[config.mk]
export PLATFORM = sky130hd
export DESIGN_NAME = mc_controller_ws
export DESIGN_NICKNAME = d
export VERILOG_FILES = /design/src/rtl/mc_controller_ws.sv
export SDC_FILE = /design/constraint.sdc
export NUM_CORES = 1
export LEC_CHECK = 0
export ABC_CLOCK_PERIOD_IN_PS = 3000
export CAP_MARGIN = 20
export CORE_ASPECT_RATIO = 0.6
export CORE_MARGIN = 2
export CORE_UTILIZATION = 50
export DETAILED_ROUTE_END_ITERATION = 8
export PLACE_DENSITY_LB_ADDON = 0.15
export SLEW_MARGIN = 5
export SYNTH_ARGS = -nofsm -noshare
export SYNTH_HDL_FRONTEND = slang
export SYNTH_SLANG_ARGS = --single-unit
[constraint.sdc]
create_clock -name clk -period 3 [get_ports clk]
set_clock_uncertainty 0.1 [all_clocks]
set_input_delay 0.6 -clock clk [delete_from_list [all_inputs] [get_ports clk]]
set_output_delay 0.6 -clock clk [all_outputs]
set_load 0.02 [all_outputs]
[src/rtl/mc_controller_ws.sv]
// mc_controller_ws: multicycle MIPS controller with memory wait states, wait timeout and illegal-opcode detection
module mc_controller_ws #(
   parameter bit          WAIT_EN = 1'b1,
   parameter int unsigned TIMEOUT = 15
) (
   input  logic       clk,
   input  logic       reset,
   input  logic [5:0] op,
   input  logic [5:0] funct,
   input  logic       zero,
   input  logic       mem_ready,
   output logic       pcen,
   output logic       memwrite,
   output logic       irwrite,
   output logic       regwrite,
   output logic       alusrca,
   output logic       iord,
   output logic       memtoreg,
   output logic       regdst,
   output logic       zext,
   output logic [1:0] alusrcb,
   output logic [1:0] pcsrc,
   output logic [3:0] alucontrol,
   output logic       illegal,
   output logic       bus_err,
   output logic [3:0] state
);
   typedef enum logic [3:0] {
      s_fetch   = 4'd0,
      s_decode  = 4'd1,
      s_memadr  = 4'd2,
      s_memrd   = 4'd3,
      s_memwb   = 4'd4,
      s_memwr   = 4'd5,
      s_rtypeex = 4'd6,
      s_rtypewb = 4'd7,
      s_beqex   = 4'd8,
      s_addiex  = 4'd9,
      s_immwb   = 4'd10,
      s_jex     = 4'd11,
      s_bneex   = 4'd12,
      s_andiex  = 4'd13,
      s_oriex   = 4'd14,
      s_unused  = 4'd15
   } state_t;

   localparam logic [5:0] op_lw = 6'b100011, op_sw = 6'b101011, op_r = 6'b000000;
   localparam logic [5:0] op_beq = 6'b000100, op_bne = 6'b000101, op_addi = 6'b001000;
   localparam logic [5:0] op_andi = 6'b001100, op_ori = 6'b001101, op_j = 6'b000010;
   localparam logic [3:0] alu_and = 4'b0000, alu_or = 4'b0001, alu_add = 4'b0010;
   localparam logic [3:0] alu_sub = 4'b0110, alu_slt = 4'b0111, alu_nor = 4'b1100;
   localparam logic [7:0] lim = 8'(TIMEOUT - 1);

   state_t     cur, nxt;
   logic [7:0] cnt;
   logic       rdy, mem_st, tmo, bad_op;

   assign rdy    = mem_ready | ~WAIT_EN;
   assign mem_st = cur inside {s_fetch, s_memrd, s_memwr};
   assign tmo    = mem_st && !rdy && (TIMEOUT != 0) && cnt == lim;
   assign state  = cur;

   always_comb begin
      nxt    = s_fetch;
      bad_op = 1'b0;
      case (cur)
         s_fetch:   nxt = rdy ? s_decode : s_fetch;
         s_decode: begin
            case (op)
               op_lw, op_sw: nxt = s_memadr;
               op_r:         nxt = s_rtypeex;
               op_beq:       nxt = s_beqex;
               op_bne:       nxt = s_bneex;
               op_addi:      nxt = s_addiex;
               op_andi:      nxt = s_andiex;
               op_ori:       nxt = s_oriex;
               op_j:         nxt = s_jex;
               default:      bad_op = 1'b1;
            endcase
         end
         s_memadr:  nxt = (op == op_sw) ? s_memwr : s_memrd;
         s_memrd:   nxt = rdy ? s_memwb : s_memrd;
         s_memwr:   nxt = rdy ? s_fetch : s_memwr;
         s_rtypeex: nxt = s_rtypewb;
         s_addiex, s_andiex, s_oriex: nxt = s_immwb;
         default:   nxt = s_fetch;
      endcase
      if (tmo) nxt = s_fetch;
   end

   // while reset is low every state decodes as an inert FETCH
   always_comb begin
      pcen       = 1'b0;
      memwrite   = 1'b0;
      irwrite    = 1'b0;
      regwrite   = 1'b0;
      alusrca    = 1'b0;
      iord       = 1'b0;
      memtoreg   = 1'b0;
      regdst     = 1'b0;
      zext       = 1'b0;
      alusrcb    = reset ? 2'b00 : 2'b01;
      pcsrc      = 2'b00;
      alucontrol = alu_add;
      if (reset) begin
         case (cur)
            s_fetch: begin
               alusrcb = 2'b01;
               irwrite = rdy;
               pcen    = rdy;
            end
            s_decode: alusrcb = 2'b11;
            s_memadr: begin
               alusrca = 1'b1;
               alusrcb = 2'b10;
            end
            s_memrd: iord = 1'b1;
            s_memwb: begin
               regwrite = 1'b1;
               memtoreg = 1'b1;
            end
            s_memwr: begin
               iord     = 1'b1;
               memwrite = 1'b1;
            end
            s_rtypeex: begin
               alusrca    = 1'b1;
               alucontrol = funct == 6'b100010 ? alu_sub :
                            funct == 6'b100100 ? alu_and :
                            funct == 6'b100101 ? alu_or  :
                            funct == 6'b101010 ? alu_slt :
                            funct == 6'b100111 ? alu_nor : alu_add;
            end
            s_rtypewb: begin
               regdst   = 1'b1;
               regwrite = 1'b1;
            end
            s_beqex, s_bneex: begin
               alusrca    = 1'b1;
               alucontrol = alu_sub;
               pcsrc      = 2'b01;
               pcen       = (cur == s_beqex) ? zero : ~zero;
            end
            s_addiex, s_andiex, s_oriex: begin
               alusrca    = 1'b1;
               alusrcb    = 2'b10;
               zext       = cur != s_addiex;
               alucontrol = cur == s_andiex ? alu_and : cur == s_oriex ? alu_or : alu_add;
            end
            s_immwb: regwrite = 1'b1;
            s_jex: begin
               pcsrc = 2'b10;
               pcen  = 1'b1;
            end
            default: ;
         endcase
      end
   end

   always_ff @(posedge clk) begin
      if (!reset) begin
         cur     <= s_fetch;
         cnt     <= '0;
         illegal <= 1'b0;
         bus_err <= 1'b0;
      end else begin
         cur     <= nxt;
         cnt     <= (mem_st && !rdy && !tmo) ? cnt + 8'd1 : 8'd0;
         illegal <= bad_op;
         bus_err <= tmo;
      end
   end
endmodule
==> results.md, run 1 <==
- Status: finished, final reports clean
- Dpl ws: -60.9 ps
- CTS tree: yes
- Final hold violation count: 0
- CP arrival: 2240 ps
- Crit Path Max Fanout: 5
- Die Wd: 67.6 µm
- # port buffers: 38
- CTS Sinks: 14
- DR WL/cell: between 15 and 20 µm
- Placement Rows: 13
- Tot GR Track Use: 27.5%
- TritonRoute pass-1 iters: 4
- Fin nets: 222
- Layout cell share with drive strength beyond 1: 10.9%
- Final-report max-slew violation count: 0
- Synth area leaders: dfxtp_1, nor2_1, xor2_1
- Post-synth ARST share: 0%
- Starting density of the core: about 54%
- Fmax: around 340 MHz
- Grt total ovfl: 0
- Remaining DRCs: 0
- Vias post-DR: about 1400
- Number of I/O pins: 39
- Leakage power: 0.667 nW
- Most frequent cells in the layout: clkdlybuf4s50_1, nor2_1, dfxtp_1
- Post-DP HPWL: between 2 and 3 mm
- Max-cap viol count: 0
- Die area: about 0.0029 mm²
- M1 GR Usage: roughly 36%
- Mapped Avg Cell Area: 7.54 µm²
- Unrepaired setup endpoints after global routing: false
- Register area share after synthesis: roughly 23%
- Total wire length: 3.64 mm
- Cell count after placement: about 230
- Number of synthesis warnings: 0
- Kind of critical path: in2out
- Maximum number of pins on one net before global-route repair: 20
- Final Hold Slack: a little over 400 ps
- Post-CTS setup buffers: 0
- Met3 Resource Use GR: around 5.9%
- Yosys reg bits: 14
- Synthesized net count: 179
- Synth area leader: dfxtp_1
- Synth unique cells: 48
- Cell count after synthesis: around 160
- Setup ws final: approximately 64 ps
- Crit path launch type: input pin
- Most common cell after layout, fill and taps aside: clkdlybuf4s50_1
- Least-Margin Pin Slew: about 470 ps
- Vias in the first global route: 1276
- Grt met2 use: approximately 45%
- Setup_tns: 0 ps
- Layout area overhead: 38.9%
- Die Height: 42.2 µm
- 1st-iter DRT viols: 93
- Root buffer cell: clkbuf_8
- Worst slew margin: 68.4%
- Pwr dens: 270 mW/mm²
- Clk slew on worst S/H paths: roughly 50 ps
- Post-DRT Antenna Nets: 0
- Fillcell total: 160
- First-pass GRT wire length: approximately 5.9 mm
- Top FF cell, synth: dfxtp_1
- Setup violators final: 0
- GP Congestion: 0.875
- TritonCTS buffer count: 3
- Minimum clock period: between 2000 and 3000 ps
- Crit path capture type: primary output
- Maximum vdd drop: between 0.3 and 0.4 mV
- Synth Cell Area: 0.00121 mm²
- Synth top area share: between 20% and 30%
- WP data required: approximately 2300 ps
- Cell Count, Final, Fillers Out: approximately 230
- Post-synth EDFFs: 0
- Clock Latency Late Sink: approximately 240 ps
- Final period util: about 98%
- FF-to-FF setup slack: between 1000 and 1500 ps
- N_diodes: 0
- Reg area: ~280 µm²
- Bufs on Longest Clock Path: 2
- Hold Crit Class: reg2reg
- Initial antenna violation count: 0
- Area of the multi-input gates: ~840 µm²
- Core Box Area: around 0.0022 mm²
- Gr busiest metal: met2
- Vias per inst: between 5 and 6
- H-tree level count: 1
[report_power, final]
group | total, W | internal, W | switching, W
Sequential | 0.000196 | 0.000190 | 0.00000694
Combinational | 0.000107 | 0.0000533 | 0.0000539
Clock | 0.000152 | 0.0000888 | 0.0000633
[metrics by stage]
stage	cell area, µm²	util (%)	power, W
global route	1690	75.6	0.000475
CTS	1670	75.1	0.000455
global placement	1640	73.4	0.000301
finish	1690	75.6	0.000456
floorplan	1210	-	0.000253
detailed placement	1640	73.4	0.000305
[final cells by class]
cell class	instances	share of cell area (%)
well taps	30	2.23
flip-flops and latches	14	16.7
inverters	9	2.00
multi-input cells	129	49.9
repair buffers	47	26.7
clock buffers	3	2.45
[critical path, stage by stage]
cell and delay, ps:
clkdlybuf4s50_1 560, nand2_1 140, nor3b_1 270, clkdlybuf4s50_1 670
[kinds of logic (layout without fill, tap and decap cells)]
| group | after synthesis | after routing | share of synthesized area, % |
|---|---|---|---|
| multiplexers | 2 | 2 | 1.65 |
| XOR/XNOR | 8 | 8 | 5.77 |
| buffers and inverters | 18 | 59 | 8.04 |
| AO/OA/AOI/OAI | 32 | 32 | 19.0 |
| adder cells (fa/ha/maj) | 2 | 2 | 2.06 |
| AND/OR/NAND/NOR | 85 | 85 | 40.4 |
| flip-flops | 14 | 14 | 23.1 |
[routing by layer]
metal / share of wire [%] / vias to the layer above / wire, µm
li1: - / 661 / -
met1: 45 / 637 / 1650
met3: 7.3 / 6 / 265
met2: 46 / 68 / 1670
met4: 1.4 / 0 / 51
met5: 0 / - / 0
[synthesized netlist by cell type (2+ instances only)]
cell type	count
and4b_1	2
nand3_1	4
dfxtp_1	14
buf_6	2
buf_2	3
inv_1	9
a31oi_1	4
nor2_2	2
nor3b_1	4
buf_4	3
and3_1	4
nand2_1	9
nand2b_1	4
o31ai_1	2
nor2_1	22
o31a_1	2
ha_1	2
nor3_1	8
mux2i_1	2
nor4_1	2
o21a_1	3
nor2b_1	7
o21ai_0	6
xor2_1	7
nor4bb_1	2
a21oi_1	6
nand4_1	5
[flip-flops by register name (all words and copies together) (netlist names)]
register / count
bus_err: 1
cnt: 8
illegal: 1
state: 4
[worst paths after layout]
path	startpoint	end	depth (start not counted)
worst max-delay path	reset	irwrite	4
worst min-delay path	cnt[0]	cnt[0]	1
worst min register to register	cnt[0]	cnt[0]	1
worst max register to register	state[2]	state[2]	5
[what timing repair did]
action,in CTS,in global routing
gates resized for setup,2,4
hold buffers,0,0
endpoints found under the setup margin,2,4
Note: power is estimated with default switching activity, not from simulation.
==> inputs of run 2 (changes only) <==
Settings changed: PLACE_DENSITY set to 0.86, PLACE_DENSITY_LB_ADDON 0.15 to not set.
==> results.md, run 2 (synthesized netlist as in run 1, its figures left out) <==
- Status: finished, final reports clean
- Max stage delay cell, worst path: clkdlybuf4s50_1
- Area of the multi-input gates: 846 µm²
- Most common cell after layout, fill and taps aside: clkdlybuf4s50_1
- TritonRoute pass-1 iters: 4
- Die Height: 42.2 µm
- Crit-path max cell delay: between 600 and 700 ps
- Final-report max-slew violation count: 0
- Post-CTS setup buffers: 0
- Layout area overhead: 41.5%
- Most frequent cells in the layout: clkdlybuf4s50_1, nor2_1, dfxtp_1
- Cell count after placement: 231
- Fin nets: between 200 and 250
- Clk slew on worst S/H paths: 60 ps
- GP Congestion: between 0.9 and 1
- TritonCTS buffer count: 3
- Cell Count, Final, Fillers Out: ~240
- Kind of critical path: in2out
- Setup_tns: 0 ps
- Remaining DRCs: 0
- H-tree level count: 1
- Least-Margin Pin Slew: 516 ps
- Tot GR Track Use: between 20% and 30%
- Vias per inst: between 5 and 6
- Fmax: ~340 MHz
- Die area: 0.00285 mm²
- Hold Crit Class: reg2reg
- Leakage power: 0.666 nW
- Crit path launch type: input pin
- # port buffers: 38
- Placement Rows: 13
- Total power: 0.000493 W
- Die Wd: roughly 68 µm
- Post-DRT Antenna Nets: 0
- Final period util: 97.3%
- Biggest register: cnt
- Initial antenna violation count: 0
- Final hold violation count: 0
- Starting density of the core: 54.5%
- WP data required: between 2000 and 2500 ps
- Pwr dens: 287 mW/mm²
- Max-cap viol count: 0
- Worst path cell trace: clkdlybuf4s50_1, buf_4, nand4_1, nor2_1, clkdlybuf4s50_1
- Crit path capture type: primary output
- N_diodes: 0
- Minimum clock period: approximately 2900 ps
- Most used cell, CP: clkdlybuf4s50_1
- Grt total ovfl: 0
- Unrepaired setup endpoints after global routing: false
- Core Box Area: between 0.002 and 0.0025 mm²
- Vias in the first global route: 1285
- Maximum vdd drop: 0.174 mV
- 1st-iter DRT viols: 170
- Total wire length: 3.69 mm
- Root buffer cell: clkbuf_8
- Crit Path Max Fanout: 10
- Worst slew margin: between 60% and 70%
- Number of I/O pins: 39
- Layout cell share with drive strength beyond 1: between 10% and 20%
- Reg area: ~280 µm²
- CP arrival: approximately 2200 ps
- CTS Sinks: 14
- Bufs on Longest Clock Path: 2
- Largest register FFs: 8
- Maximum number of pins on one net before global-route repair: 18
- Post-DP HPWL: 2.82 mm
- Fillcell total: 177
- First-pass GRT wire length: slightly above 6 mm
- Clock Latency Late Sink: between 200 and 300 ps
- Cts hold-fix bufs: 0
- Vias post-DR: roughly 1400
- CTS tree: yes
- DR WL/cell: around 16 µm
- Setup violators final: 0
-- run 2: layout make-up --
cell class	count	area share, %
Multi-Input combinational cell	129	49.2
Timing Repair Buffer	49	26.9
Sequential cell	14	16.5
Clock buffer	4	3.20
Tap cell	30	2.18
Inverter	9	1.97
-- run 2: report_power, final --
group	switching (W)	internal, W
clock network	0.0000700	0.000116
registers	0.00000763	0.000190
logic	0.0000538	0.0000551
-- run 2: routing by layer --
metal	share of wire (%)	GRT usage, %	wire length [µm]	vias to the layer above
met1	46	39.7	1680	669
li1	-	-	-	667
met2	44	40.6	1620	62
met4	1.8	8.16	68	0
met3	8.5	6.72	314	11
met5	0	0	0	-
-- run 2: repair_timing --
action                                  4_1_cts  5_1_grt
pin swaps                                     0        0
resized for setup                             3        4
hold endpoints to repair                      0        0
endpoints found under the setup margin        3        3
-- run 2: metrics by stage --
stage	instance area, µm²	hold WS, ps	setup slack, ps	util (%)
finish	1720	434	80.1	77.1
global placement	1650	362	14.0	74.1
floorplan	1210	337	580	-
global route	1720	469	27.2	77.1
CTS	1710	439	36.6	76.6
detailed placement	1650	419	-98.1	74.1
-- run 2: final timing paths --
| path | to | cells past startpoint | slack, ps | start |
|---|---|---|---|---|
| worst max-delay path | alucontrol[3] | 5 | 80 | reset |
| worst min-delay path | cnt[0] | 1 | 430 | cnt[0] |
| worst max register to register | state[2] | 5 | 1180 | state[2] |
| worst min register to register | cnt[0] | 1 | 430 | cnt[0] |
-- run 2: critical path: cells and delay by family --
family	cells	cell delay [ps]
buf+inv	3	1330
simple gates	2	280
